--- src/rtl/hex_rotate_ctrl_if.sv ---
// Select-generator bus: control inputs toward the rotator, display selects back out.
interface hex_rotate_ctrl_if;
    logic       run;
    logic       step;
    logic       dir;
    logic [1:0] sel3;
    logic [1:0] sel2;
    logic [1:0] sel1;
    logic [1:0] sel0;
    logic [1:0] pos;
    logic       tick;

    modport master (
        output run, step, dir,
        input  sel3, sel2, sel1, sel0, pos, tick
    );

    modport slave (
        input  run, step, dir,
        output sel3, sel2, sel1, sel0, pos, tick
    );
endinterface

--- src/rtl/hex_rotate_ctrl.sv ---
// Rotating mux-select generator for four HEX displays: auto-scroll at a divided
// rate while run is high, one position per step edge while holding.
module hex_rotate_ctrl #(
    parameter int TICK_DIV = 50_000_000,
    parameter int CNT_W    = 26
) (
    input  logic              clk,
    input  logic              reset,
    hex_rotate_ctrl_if.slave  bus
);

    typedef enum logic {HOLD, RUN} state_t;

    localparam logic [CNT_W-1:0] TERM = CNT_W'(TICK_DIV - 1);

    state_t           state;
    logic [1:0]       pos_r;
    logic [CNT_W-1:0] div_cnt;
    logic             step_q;
    logic             tick_r;
    logic             step_rise;
    logic [1:0]       next_pos;

    assign step_rise = bus.step & ~step_q;
    assign next_pos  = bus.dir ? (pos_r - 2'd1) : (pos_r + 2'd1);

    always_ff @(posedge clk) begin
        if (reset) begin
            state   <= HOLD;
            pos_r   <= '0;
            div_cnt <= '0;
            tick_r  <= 1'b0;
            // Capture step during reset so a held press is not seen as a new edge.
            step_q  <= bus.step;
        end else begin
            step_q <= bus.step;
            tick_r <= 1'b0;
            case (state)
                HOLD: begin
                    div_cnt <= '0;
                    if (step_rise) begin
                        pos_r  <= next_pos;
                        tick_r <= 1'b1;
                    end
                    if (bus.run) state <= RUN;
                end
                RUN: begin
                    if (div_cnt == TERM) begin
                        div_cnt <= '0;
                        pos_r   <= next_pos;
                        tick_r  <= 1'b1;
                    end else begin
                        div_cnt <= div_cnt + 1'b1;
                    end
                    if (!bus.run) begin
                        state   <= HOLD;
                        div_cnt <= '0;
                    end
                end
                default: state <= HOLD;
            endcase
        end
    end

    assign bus.pos  = pos_r;
    assign bus.tick = tick_r;
    assign bus.sel3 = pos_r;
    assign bus.sel2 = pos_r + 2'd1;
    assign bus.sel1 = pos_r + 2'd2;
    assign bus.sel0 = pos_r + 2'd3;

endmodule

--- src/flat_wrapper.sv ---
// flat-port wrapper written by rule: the top's interface ports become plain ports
module hex_rotate_ctrl_flat 
#(
    parameter int TICK_DIV = 50_000_000,
    parameter int CNT_W    = 26
)
  (clk, reset, bus_run, bus_step, bus_dir, bus_sel3, bus_sel2, bus_sel1, bus_sel0, bus_pos, bus_tick);
  hex_rotate_ctrl_if bus_i ();
  input  logic clk;
  input  logic reset;
  input wire logic [$bits(bus_i.run)-1:0] bus_run;
  input wire logic [$bits(bus_i.step)-1:0] bus_step;
  input wire logic [$bits(bus_i.dir)-1:0] bus_dir;
  output wire logic [$bits(bus_i.sel3)-1:0] bus_sel3;
  output wire logic [$bits(bus_i.sel2)-1:0] bus_sel2;
  output wire logic [$bits(bus_i.sel1)-1:0] bus_sel1;
  output wire logic [$bits(bus_i.sel0)-1:0] bus_sel0;
  output wire logic [$bits(bus_i.pos)-1:0] bus_pos;
  output wire logic [$bits(bus_i.tick)-1:0] bus_tick;
  assign bus_i.run = bus_run;
  assign bus_i.step = bus_step;
  assign bus_i.dir = bus_dir;
  assign bus_sel3 = bus_i.sel3;
  assign bus_sel2 = bus_i.sel2;
  assign bus_sel1 = bus_i.sel1;
  assign bus_sel0 = bus_i.sel0;
  assign bus_pos = bus_i.pos;
  assign bus_tick = bus_i.tick;
  hex_rotate_ctrl #(.TICK_DIV(TICK_DIV), .CNT_W(CNT_W)) u_core (.clk(clk), .reset(reset), .bus(bus_i));
endmodule
--- config.mk ---
export PLATFORM = sky130hd
export DESIGN_NAME = hex_rotate_ctrl_flat
export DESIGN_NICKNAME = d
export VERILOG_FILES = /design/src/rtl/hex_rotate_ctrl_if.sv /design/src/rtl/hex_rotate_ctrl.sv /design/src/flat_wrapper.sv
export SDC_FILE = /design/constraint.sdc
export NUM_CORES = 1
export LEC_CHECK = 0
export BUFFER_PORTS_ARGS = -buffer_cell sky130_fd_sc_hd__buf_2
export CAP_MARGIN = 20
export CORE_MARGIN = 4
export CORE_UTILIZATION = 40
export DETAILED_ROUTE_END_ITERATION = 10
export HOLD_SLACK_MARGIN = 0.05
export PLACE_DENSITY_LB_ADDON = 0.08
export SLEW_MARGIN = 15
export SYNTH_ARGS = -nofsm -noshare
export SYNTH_HDL_FRONTEND = slang
export SYNTH_SLANG_ARGS = --single-unit
--- constraint.sdc ---
create_clock -name clk -period 5.3 [get_ports clk]
set_input_delay 0.265 -clock clk [delete_from_list [all_inputs] [get_ports clk]]
set_output_delay 0.265 -clock clk [all_outputs]
set_load 0.05 [all_outputs]
==> flow_summary.toml <==
[clocking]
cts_tree = "built"
clock_sinks = 31
cts_buffers = 5
cts_buffer_depth = 2
htreeDepth = 2
clk_latency_ps = 330
clk_pin_slew_ps = 90
cts_root_buffer = "clkbuf_4"
cts_setup_buffers = 0

[synth]
netlist_area_um2 = 1420
synthMuxAreaShare = 0
synth_area_leaders = "dfxtp_1, xor2_1, nor2_1"
synth_top_family_by_area = "simple AND/OR/NAND/NOR gates"
postSynthCellCount = 161
yosys.area_share.simple = 0.328
synth-warning-count = 0
syn_nets = 167
synthXorXnorAreaFrac = 0.154
ys_types = 28
synth_compound_area_frac = 0.0273
syn_avg_cell_area_um2 = 8.83
ys_seq_area_frac = 0.437
ys_seq_elements = 31
ys.flop_type = "dfxtp_1"
synth_top_cell_by_area = "dfxtp_1"
synth_edf_count = 0
synth_fa_ha_area_frac = 0.00880
synth_top_area_frac = 0.437
postSynth.asyncResetShare = 0

[critical_path]
reg2regPathDepth = 5
startpoint_type = "register"
arrival_ps = 2380
critPathKind = "register to register"
ff2ff_setup_slack_ps = 3110
end_kind = "register"
crit_fanout = 24
worstPathRequired_ps = 5500
rr_endpoint = "u_core.div_cnt[4]"
r2r_start = "u_core.div_cnt[10]"

[timing]
hold_violations = 0
setup_tns_ps = 0
worstMarginPinSlew_ps = 752
min_period_over_period = 0.413
setup-violations-final = 0
fin_skew_ps = 3.35
drv_slew = 0
fmax_mhz = 457
period_needed_ps = 2190
fin_ws_ps = 3110
rsz0062_at_grt = "no"
slew_headroom = 0.499

[run]
cap_violations = 0

[global_route]
grt_pass1_wl_mm = 4.55
use_met2 = 0.207
top_usage_layer = "met2"
grt_use_met1 = 0.165
grt_usage = 0.136
antenna_found_initial = 0
grtUsageMet3 = 0.0399
grt_max_degree = 25
grt_pass1_vias = 1075
gr-total-overflow = 0

[min_path]
hold_path_end = "u_core.bus.pos[0]"
hold_class = "primary input to register"
hold_start = "reset"
hold_depth = 2

[routing]
drt-initial-drc-count = 58
drc = 0
vias = 1101
via_per_inst = 4.89
antenna_left = 0
wl_per_cell_um = 11.4
routed_wl_mm = 2.57
drt-pass1-iter-count = 4

[placed_design]
hpwl_mm = 1.89
numPortBuffers = 15
dp_slack_ps = 3090
place.gp.congestion = 0.757
placed_cells = 216

[finish]
drive_above_1_share = 0.162
n_antenna_cell = 0
fin_nets = 184
final_util = 0.468
fillers = 340
area_growth_pct = 11.7
finalNonFillerCells = 225

[die]
core_um2 = 3390
initial_core_util = 0.419
io_pins = 16
rows = 21
die_w_um = 67.6
fp.dieArea_um2 = 4570
die_h_um = 67.6

[power]
ir_drop_uv = 122
powerDensity_nw_per_um2 = 274
p_leak_nw = 0.560

[outcome]
status = "finished, final reports clean"
[state kept, by name, indices dropped and copies added, names as in the netlist]
register and flops:
u_core.div_cnt 26, u_core.bus.pos 2, u_core.bus.tick 1, u_core.state 1, u_core.step_q 1
[timing repair]
| item | 4_1_cts | 5_1_grt |
|---|---|---|
| gates resized for setup | 0 | 0 |
| hold buffers | 1 | 0 |
| hold endpoints to repair | 1 | 0 |
[metal layers]
metal	wire (µm)	vias up
met5	0	-
met4	73	0
met3	100	6
met2	1180	16
met1	1210	504
li1	-	575
[through the flow]
stage	instance area, µm²	hold WS [ps]	power, mW
3_3_place_gp	1510	380	0.283
2_1_floorplan	1420	293	0.278
4_1_cts	1590	123	0.440
5_1_grt	1590	117	0.454
3_5_place_dp	1510	382	0.284
6_report	1590	131	0.435
[placed cells by master, fill, tap and decap left out, types with 2 or more instances in the layout]
master    instances
nand3_1          12
or3_1             2
nand4_1           7
xor2_1           16
nor2_1           32
and3_1            4
a21oi_1           3
clkbuf_8          2
nand2_1          13
dfxtp_1          31
xnor2_1           9
nor4_4            2
o21ai_0           2
nor3_1            3
or2_2             2
buf_2            15
inv_1             5
clkbuf_4          5
[power breakdown]
group / internal [mW] / switching [mW]
Sequential: 0.235 / 0.00241
Clock: 0.0780 / 0.0785
Combinational: 0.00919 / 0.0317
[final cells by class]
| cell class | count | area [µm²] | area share |
|---|---|---|---|
| Sequential cell | 31 | 621 | 0.391 |
| Inverter | 5 | 18.8 | 0.0118 |
| Tap cell | 46 | 57.6 | 0.0362 |
| Multi-Input combinational cell | 119 | 737 | 0.464 |
| Timing Repair Buffer | 16 | 85.1 | 0.0536 |
| Clock buffer | 8 | 68.8 | 0.0433 |
[logic make-up after synthesis]
| family | after synthesis |
|---|---|
| buffers and inverters | 11 |
| XOR/XNOR | 25 |
| AND/OR/NAND/NOR | 86 |
| flip-flops | 31 |
| adder cells (fa/ha/maj) | 1 |
| AO/OA/AOI/OAI | 7 |
[worst max-delay path by stage]
stage | end | slack [ps] | startpoint | cells past startpoint
after global placement | u_core.div_cnt[17] | 3130 | u_core.div_cnt[10] | 5
after detailed placement | u_core.div_cnt[2] | 3090 | u_core.div_cnt[10] | 5
after floorplan | bus_sel0[1] | 3000 | u_core.bus.pos[0] | 2
after CTS | u_core.div_cnt[9] | 3070 | u_core.div_cnt[10] | 5
final | u_core.div_cnt[4] | 3110 | u_core.div_cnt[10] | 5
after global routing | u_core.div_cnt[14] | 2900 | u_core.div_cnt[0] | 6
[critical path: stages (launching register included)]
cell and delay, ps:
dfxtp_1 350, or4b_1 550, nor4_2 170, and4bb_1 240, a21o_1 620, nor2_1 110
[cells in the mapped netlist, types with 2 or more instances]
| master | instances |
|---|---|
| xnor2_1 | 9 |
| a21oi_1 | 3 |
| or3_1 | 2 |
| nor4_4 | 2 |
| nor2_1 | 32 |
| nand2_1 | 13 |
| buf_4 | 6 |
| nand4_1 | 7 |
| nor3_1 | 3 |
| inv_1 | 5 |
| or2_2 | 2 |
| and3_1 | 4 |
| xor2_1 | 16 |
| nand3_1 | 12 |
| o21ai_0 | 2 |
| dfxtp_1 | 31 |
Power figures use the tool's default switching activity.
